File: src/rtl/ledg_pattern_sequencer.sv
// Purpose: Avalon-MM LED pattern table plus step timer; plays the table into the green-LED PIO.
// Latency: first PIO write strobe starts one cycle after RUN is written; strobes are max(PERIOD,1)+1 cycles apart.
// Backpressure: none; zero-wait-state slave, and the PIO slave always accepts the single-cycle write.
module ledg_pattern_sequencer #(
   parameter int DATA_W   = 9,
   parameter int DEPTH    = 8,
   parameter int PERIOD_W = 24
) (
   input  logic        clk,
   input  logic        reset_n,
   input  logic [3:0]  address,
   input  logic        chipselect,
   input  logic        write_n,
   input  logic [31:0] writedata,
   output logic [31:0] readdata,
   output logic        pio_chipselect,
   output logic        pio_write_n,
   output logic [1:0]  pio_address,
   output logic [31:0] pio_writedata,
   output logic        busy
);

   localparam int IDX_W = $clog2(DEPTH);

   typedef enum logic [1:0] {
      S_IDLE   = 2'd0,
      S_STROBE = 2'd1,
      S_WAIT   = 2'd2,
      S_DONE   = 2'd3
   } state_t;

   state_t              state;
   logic                run;
   logic                loop;
   logic                done;
   logic [PERIOD_W-1:0] period;
   logic [IDX_W-1:0]    last;
   logic [IDX_W-1:0]    idx;
   logic [PERIOD_W-1:0] cnt;
   logic [DATA_W-1:0]   pattern [DEPTH];

   // Slave write decode
   logic                wr_en;
   logic                ctrl_wr;
   logic                period_wr;
   logic                last_wr;
   logic                pat_wr;
   logic                pat_hit;
   logic [IDX_W-1:0]    pat_idx;

   // Helpers for the step decision
   logic [IDX_W-1:0]    idx_nxt;
   logic [PERIOD_W-1:0] period_eff;
   logic [DATA_W-1:0]   pat_first;
   logic [DATA_W-1:0]   pat_next;

   // Upper write-data bits have no register behind them
   logic                unused_wdata;

   assign wr_en     = chipselect && !write_n;
   assign pat_idx   = address[IDX_W-1:0];
   assign pat_hit   = address[3] && (int'(address[2:0]) < DEPTH);
   assign ctrl_wr   = wr_en && (address == 4'd0);
   assign period_wr = wr_en && (address == 4'd1);
   assign last_wr   = wr_en && (address == 4'd2);
   assign pat_wr    = wr_en && pat_hit;

   // Index increment wraps modulo DEPTH, so a LAST below the current index is
   // only matched again after the wrap through DEPTH-1.
   assign idx_nxt    = idx + 1'b1;
   assign period_eff = (period == '0) ? PERIOD_W'(1) : period;
   assign pat_first  = pattern[0];
   assign pat_next   = pattern[idx_nxt];

   assign pio_address  = 2'd0;
   assign unused_wdata = ^writedata[31:PERIOD_W];

   // Pattern table: written only by software, read by the sequencer and the slave mux
   always_ff @(posedge clk or negedge reset_n) begin
      if (!reset_n) begin
         for (int i = 0; i < DEPTH; i++) begin
            pattern[i] <= '0;
         end
      end else if (pat_wr) begin
         pattern[pat_idx] <= writedata[DATA_W-1:0];
      end
   end

   // Control registers and the step sequencer with registered PIO outputs.
   // Kept in one block because RUN and DONE are written by both software and
   // the sequencer; hardware updates are placed after software updates so that
   // DONE-set beats a same-cycle DONE-clear, while the RUN auto-clear is
   // suppressed when software writes CTRL in that cycle.
   always_ff @(posedge clk or negedge reset_n) begin
      if (!reset_n) begin
         state          <= S_IDLE;
         run            <= 1'b0;
         loop           <= 1'b0;
         done           <= 1'b0;
         period         <= '0;
         last           <= '0;
         idx            <= '0;
         cnt            <= '0;
         busy           <= 1'b0;
         pio_chipselect <= 1'b0;
         pio_write_n    <= 1'b1;
         pio_writedata  <= '0;
      end else begin
         if (ctrl_wr) begin
            run  <= writedata[0];
            loop <= writedata[1];
            if (writedata[2]) begin
               done <= 1'b0;
            end
         end
         if (period_wr) begin
            period <= writedata[PERIOD_W-1:0];
         end
         if (last_wr) begin
            last <= writedata[IDX_W-1:0];
         end

         // The PIO write is a one-cycle pulse; every cycle that is not a
         // strobe returns the master port to its idle values.
         pio_chipselect <= 1'b0;
         pio_write_n    <= 1'b1;
         pio_writedata  <= '0;

         case (state)
            S_IDLE, S_DONE: begin
               if (run) begin
                  idx            <= '0;
                  done           <= 1'b0;
                  state          <= S_STROBE;
                  busy           <= 1'b1;
                  pio_chipselect <= 1'b1;
                  pio_write_n    <= 1'b0;
                  pio_writedata  <= 32'(pat_first);
               end
            end

            S_STROBE: begin
               // Strobe data was captured on entry; now arm the step timer.
               cnt   <= period_eff;
               state <= S_WAIT;
            end

            S_WAIT: begin
               if (cnt > PERIOD_W'(1)) begin
                  cnt <= cnt - 1'b1;
               end else begin
                  cnt <= '0;
                  if (!run) begin
                     state <= S_IDLE;
                     busy  <= 1'b0;
                  end else if ((idx == last) && loop) begin
                     idx            <= '0;
                     state          <= S_STROBE;
                     pio_chipselect <= 1'b1;
                     pio_write_n    <= 1'b0;
                     pio_writedata  <= 32'(pat_first);
                  end else if (idx == last) begin
                     state <= S_DONE;
                     busy  <= 1'b0;
                     done  <= 1'b1;
                     if (!ctrl_wr) begin
                        run <= 1'b0;
                     end
                  end else begin
                     idx            <= idx_nxt;
                     state          <= S_STROBE;
                     pio_chipselect <= 1'b1;
                     pio_write_n    <= 1'b0;
                     pio_writedata  <= 32'(pat_next);
                  end
               end
            end

            default: begin
               state <= S_IDLE;
               busy  <= 1'b0;
            end
         endcase
      end
   end

   // Zero-wait-state read mux; unmapped bits and addresses read as zero
   always_comb begin
      readdata = '0;
      case (address)
         4'd0: readdata = 32'({loop, run});
         4'd1: readdata = 32'(period);
         4'd2: readdata = 32'(last);
         4'd3: readdata = 32'({idx, 2'b00, done, busy});
         default: begin
            if (pat_hit) begin
               readdata = 32'(pattern[pat_idx]);
            end
         end
      endcase
   end

endmodule

File: config.mk
export PLATFORM = sky130hd
export DESIGN_NAME = ledg_pattern_sequencer
export DESIGN_NICKNAME = d
export VERILOG_FILES = /design/src/rtl/ledg_pattern_sequencer.sv
export SDC_FILE = /design/constraint.sdc
export NUM_CORES = 1
export LEC_CHECK = 0
export BUFFER_PORTS_ARGS = -buffer_cell sky130_fd_sc_hd__buf_2
export CAP_MARGIN = 20
export CORE_MARGIN = 2
export CORE_UTILIZATION = 58
export DETAILED_ROUTE_END_ITERATION = 8
export PLACE_DENSITY = 0.9
export SYNTH_ARGS = -nofsm -noshare
export SYNTH_HDL_FRONTEND = slang
export SYNTH_SLANG_ARGS = --single-unit
File: constraint.sdc
create_clock -name clk -period 2.32 [get_ports clk]
set_input_delay 0.348 -clock clk [delete_from_list [all_inputs] [get_ports clk]]
set_output_delay 0.348 -clock clk [all_outputs]
set_load 0.005 [all_outputs]
==> results_dict.tcl, run 1 <==
set metrics [dict create \
    vias_per_cell 6.91 \
    synthesis.area_um2 8080 \
    routed_wirelength_um 23700 \
    wl_met3_um 3070 \
    placedInstanceArea_um2 8770 \
    worst_path_max_delay_cell "dfrtp_1" \
    crit_fanout 3 \
    drcViolationCount 0 \
    multiInputGateArea_um2 4180 \
    final_cell_mix "dfrtp_1, mux2_2, buf_2, buf_4, nand2_1" \
    async_reset_ff_frac 1.00 \
    dp_cells 944 \
    fin_cells 991 \
    first_iter_violations 1006 \
    ys_seq_elements 143 \
    grt_max_degree 60 \
    start_kind "flop" \
    crit_chain "mux2_2 > nand2_1 > o21ai_1 > a211o_1 > a22o_1 > buf_2" \
    port_buffers 67 \
    synth_cell_types 69 \
    fill_cells 870 \
    regArea_um2 3580 \
    drv_slew 0 \
    die_w_um 122 \
    period_share 1.01 \
    grt_pass1_wl_um 35900 \
    antenna_found_initial 1 \
    report.power.total_uw 10400 \
    cp-end-kind "output port" \
    setup.worst_path.class "flop to output port" \
    antenna_left 0 \
    min_path_type "primary input to flop" \
    wl_per_cell_um 23.9 \
    rows 43 \
    synth_cells 687 \
    cp_slowest_stage_delay_ns 0.42 \
    grt_usage 0.322 \
    fin_ws_ns -0.0147 \
    insertion_delay_ns 0.43 \
    synth_flop_cell "dfrtp_1" \
    top_layer_used "met4" \
    pre_cts_ws_ns 0.0726 \
    synth-edff-count 0 \
    arrival_ns 1.99 \
    chipHeight_um 122 \
    cp_top_family "compound AO/OA/AOI/OAI gates" \
    cts-root-buf "clkbuf_16" \
    maxCapViolCount 0 \
    hold_ws_ns 0.151 \
    drive_gt1_frac 0.395 \
    power.density_nw_per_um2 1080 \
    worstMarginPinSlew_ns 0.688 \
    drtPass1Iterations 6 \
    place_congestion 0.981 \
    syn_area_per_cell_um2 11.8 \
    yosysWarningCount 0 \
    violations "negative setup slack" \
    cts_sinks 143 \
    cts_buffers 17 \
    place_hpwl_um 14700 \
    met1Wirelength_um 8670 \
    status "finished with violations" \
    mostFrequentLayoutCell "dfrtp_1" \
    stdcell_area_um2 9610 \
    ioPinCount 109 \
    initial_core_util 0.589 \
    clkSlewWorstSetupHoldPaths_ns 0.06 \
    core_um2 13700 \
    synth-seq-area-share 0.443 \
    dieArea_um2 14900 \
    num_vias 6852 \
    fmax_mhz 428 \
    grt_pass1_vias 6390 \
    cts_tree "yes" \
    finalHoldViolCount 0 \
    period_minus_slack_ns 2.33 \
    final_nets 844 \
    setup_viol 1 \
    htree_levels 4 \
    critPathBufInv 1 \
    p_leak_uw 0.00444 \
    clock_skew_ns 0.0127 \
    antenna_cells_inserted 0 \
    clockBufferDepth 2 \
    grt_overflow 0 \
    required_ns 1.97 \
    syn2layout_area_growth_pct 19.0 \
    slew_headroom 0.540 \
    dr_wl_met2_um 10500 \
    peakVddDrop_mv 0.705 \
]
-- through the flow --
| step | setup TNS, ns | util |
|---|---|---|
| 2_1_floorplan | 0 | - |
| 3_3_place_gp | 0 | 0.639 |
| 3_5_place_dp | 0 | 0.639 |
| 4_1_cts | 0 | 0.689 |
| 5_1_grt | -0.0413 | 0.700 |
| 6_report | -0.0147 | 0.700 |
-- what timing repair did --
action / in CTS / in global routing
endpoints found under the setup margin: 3 / 24
hold endpoints to repair: 56 / 0
resized for setup: 2 / 14
buffers inserted: 1 / 13
hold buffers: 1 / 0
-- layer usage --
| metal | GRT usage | vias to the layer above |
|---|---|---|
| met5 | 0 | - |
| met4 | 0.172 | 0 |
| met3 | 0.0829 | 157 |
| met2 | 0.479 | 666 |
| met1 | 0.434 | 3257 |
| li1 | - | 2772 |
-- sequential cells by signal (all words and copies together), names as in the netlist --
name,count
busy,1
pio_writedata,9
done,1
pat_first,9
cnt,24
period,24
pattern,63
pio_write_n,1
pio_chipselect,1
loop,1
state,2
idx,3
run,1
last,3
-- synth_stat cells, types with 5 or more instances --
cell type | n | share of area
buf_2 | 10 | 0.0062
inv_1 | 18 | 0.0084
a21oi_1 | 19 | 0.012
nand3_1 | 22 | 0.014
clkbuf_1 | 20 | 0.0093
mux2_2 | 102 | 0.14
o221ai_1 | 5 | 0.0054
o211ai_1 | 6 | 0.0056
buf_4 | 33 | 0.031
nor3_1 | 10 | 0.0062
nor2b_1 | 7 | 0.0054
dfrtp_1 | 142 | 0.44
a32oi_1 | 5 | 0.0054
nand2_1 | 39 | 0.018
and3_1 | 21 | 0.016
buf_1 | 6 | 0.0028
o22ai_1 | 7 | 0.0054
a22o_1 | 8 | 0.0087
ha_1 | 6 | 0.0093
o21ai_0 | 18 | 0.011
mux4_2 | 28 | 0.078
o2bb2ai_1 | 10 | 0.011
mux2i_1 | 19 | 0.024
nor2_1 | 24 | 0.011
nor4_1 | 6 | 0.0046
a22oi_1 | 8 | 0.0074
or4_1 | 5 | 0.0046
-- where the power goes --
part           internal [uW]  switching [uW]  total, uW
Combinational           1630            1940       3570
Sequential              3080             643       3730
Clock                   2010            1080       3090
Total                   6720            3660      10400
-- logic make-up after synthesis --
family / Yosys count / share of synthesized area
flip-flops: 143 / 0.443
multiplexers: 152 / 0.248
AO/OA/AOI/OAI: 126 / 0.116
other: 1 / 0.000464
buffers and inverters: 89 / 0.0607
AND/OR/NAND/NOR: 166 / 0.118
adder cells (fa/ha/maj): 6 / 0.00929
XOR/XNOR: 4 / 0.00434
-- final timing paths --
check                      slack, ns          endpoint  depth (start not counted)          from
setup / recovery               -0.01       readdata[8]                          6   pattern[53]
hold / removal                  0.15         period[9]                          2  writedata[9]
setup reg to reg                0.04  pio_writedata[3]                          6       cnt[23]
hold reg to reg                 0.54       pattern[59]                          1   pattern[59]
max in group asynchronous       1.20       pio_write_n                          3       reset_n
min in group asynchronous       0.46      pat_first[1]                          2       reset_n
-- layout make-up --
cell class,instances,area share
Inverter,18,0.00703
Timing Repair Buffer,131,0.0926
Sequential cell,143,0.373
Clock inverter,15,0.0250
Multi-Input combinational cell,487,0.435
Clock buffer,17,0.0443
Tap cell,180,0.0234
No activity file was read; power rests on OpenSTA's default activity.
==> run 2, diff against run 1 <==
--- a/config.mk
+++ b/config.mk
@@ -7,8 +7,10 @@
 export LEC_CHECK = 0
 export BUFFER_PORTS_ARGS = -buffer_cell sky130_fd_sc_hd__buf_2
 export CAP_MARGIN = 20
-export CORE_MARGIN = 2
+export CORE_ASPECT_RATIO = 0.8
+export CORE_MARGIN = 3
 export CORE_UTILIZATION = 58
+export CTS_CLUSTER_SIZE = 8
 export DETAILED_ROUTE_END_ITERATION = 8
 export PLACE_DENSITY = 0.9
 export SYNTH_ARGS = -nofsm -noshare
==> results_dict.tcl, run 2 (same netlist as run 1, synthesis figures left out) <==
set metrics [dict create \
    clockBufferDepth 2 \
    crit_path_start "address[2]" \
    r2r_slack_ns 0.08 \
    num_vias 6657 \
    port_buffers 67 \
    cp_common_cell "buf_2" \
    critPathBufInv 3 \
    drcViolationCount 0 \
    grt_pass1_vias 6765 \
    violations "negative setup slack" \
    stdcell_area_um2 9490 \
    mostFrequentLayoutCell "dfrtp_1" \
    worst_path_max_delay_cell "nor2b_1" \
    routed_wirelength_um 22900 \
    cp_slowest_stage_delay_ns 0.48 \
    cts_tree "yes" \
    insertion_delay_ns 0.44 \
    drtPass1Iterations 5 \
    place_hpwl_um 15400 \
    period_minus_slack_ns 2.36 \
    peakVddDrop_mv 0.771 \
    antenna_cells_inserted 0 \
    wl_per_cell_um 23.3 \
    crit_fanout 15 \
    maxCapViolCount 0 \
    regArea_um2 3580 \
    worstMarginPinSlew_ns 0.612 \
    core_um2 13200 \
    status "finished with violations" \
    crit_cells 8 \
    cp-end-kind "output port" \
    min_path_type "primary input to flop" \
    arrival_ns 2.01 \
    placedInstanceArea_um2 8800 \
    antenna_found_initial 0 \
    setup.worst_path.class "primary input to output port" \
    fin_ws_ns -0.0384 \
    initial_core_util 0.610 \
    final_nets 839 \
    period_share 1.02 \
    grt_pass1_wl_um 36000 \
    cp-endpoint "readdata[7]" \
    multiInputGateArea_um2 4190 \
    dieArea_um2 15400 \
    chipHeight_um 112 \
    hold_ws_ns 0.142 \
    largest_reg_flops 63 \
    required_ns 1.97 \
    cp_top_family "simple AND/OR/NAND/NOR gates" \
    grt_overflow 0 \
    syn2layout_area_growth_pct 17.5 \
    htree_levels 4 \
    reg_top3 "pattern (63), cnt (24), period (24)" \
    antenna_left 0 \
    start_kind "primary input" \
    clock_skew_ns 0.00786 \
    vias_per_cell 6.79 \
    finalHoldViolCount 0 \
    worst_r2r_endpoint "cnt[16]" \
    cts-root-buf "clkbuf_16" \
    fill_cells 820 \
    ioPinCount 109 \
    place_congestion 0.923 \
    power.density_nw_per_um2 1030 \
    final_cell_mix "dfrtp_1, mux2_2, buf_2, buf_4, nand2_1" \
    grt_usage 0.302 \
    rows 37 \
    setup_viol 1 \
    cts_buffers 17 \
    die_w_um 138 \
    timing.rr.start "cnt[0]" \
    drv_slew 0 \
    cts_sinks 143 \
    slew_headroom 0.592 \
    largest-register "pattern" \
    grt_max_degree 64 \
    p_leak_uw 0.00437 \
    first_iter_violations 934 \
    fmax_mhz 424 \
    drive_gt1_frac 0.393 \
    rr_worst_depth 7 \
    crit_chain "buf_2 > buf_12 > nor2b_1 > a221oi_1 > a31oi_1 > o21ai_0 > nand2_1 > buf_2" \
    clkSlewWorstSetupHoldPaths_ns 0.07 \
]
run 2: cell count changes in the layout (fill, tap and decap cells not counted), sizes merged:
cell | previous run | this run
bufinv | 6 | 0
buf | 129 | 124
inv | 19 | 23
clkinvlp | 3 | 5
run 2: worst min path at each step:
stage,cells past startpoint,end,slack (ns),startpoint
2_1_floorplan,0,busy,0.05,reset_n
6_report,2,period[17],0.14,writedata[17]
3_5_place_dp,1,pattern[45],0.38,reset_n
5_1_grt,2,period[20],0.14,writedata[20]
4_1_cts,2,period[17],0.14,writedata[17]
3_3_place_gp,1,pattern[36],0.37,reset_n
run 2: final cells by class:
type	instances	share of cell area
multi-input cells	487	0.441
repair buffers	126	0.0924
well taps	175	0.0231
inverters	18	0.00751
clock buffers	17	0.0448
clock inverters	15	0.0137
flip-flops and latches	143	0.377
run 2: report_power, final:
group | internal (uW) | total, uW | switching [uW]
registers | 3080 | 3720 | 639
clock network | 1400 | 2570 | 1170
logic | 1570 | 3480 | 1910
total | 6050 | 9770 | 3720
run 2: worst register-to-register path, stage by stage, from the launching register on:
cell and delay [ns]:
dfrtp_2 0.44, inv_1 0.14, ha_4 0.19, or3b_2 0.50
nor2_1 0.17, nand3_1 0.14, o311ai_0 0.40, nand3_1 0.12
run 2: per-layer routing:
metal | GRT usage | wire (um) | vias up
li1 | - | - | 2761
met1 | 0.411 | 8680 | 3299
met2 | 0.457 | 10800 | 515
met3 | 0.0890 | 2650 | 82
met4 | 0.122 | 746 | 0
met5 | 0 | 0 | -
run 2: repair_timing:
item / CTS / global route
resized for setup: 2 / 14
setup endpoints to repair: 2 / 26
endpoints found under the hold margin: 60 / 0
pin swaps: 0 / 3
hold buffers: 1 / 0
setup buffers: 1 / 7
cloned: 0 / 0
run 2: stage by stage:
stage | cells | utilization | setup TNS [ns] | setup WS (ns) | power, uW
finish | 981 | 0.717 | -0.0384 | -0.0384 | 9770
global route | 981 | 0.717 | -0.0487 | -0.0398 | 10200
CTS | 974 | 0.709 | 0 | 0.0166 | 9490
detailed placement | 940 | 0.665 | 0 | 0.0536 | 6890
global placement | 940 | 0.665 | 0 | 0.123 | 6590
floorplan | 719 | - | 0 | 0.219 | 5810
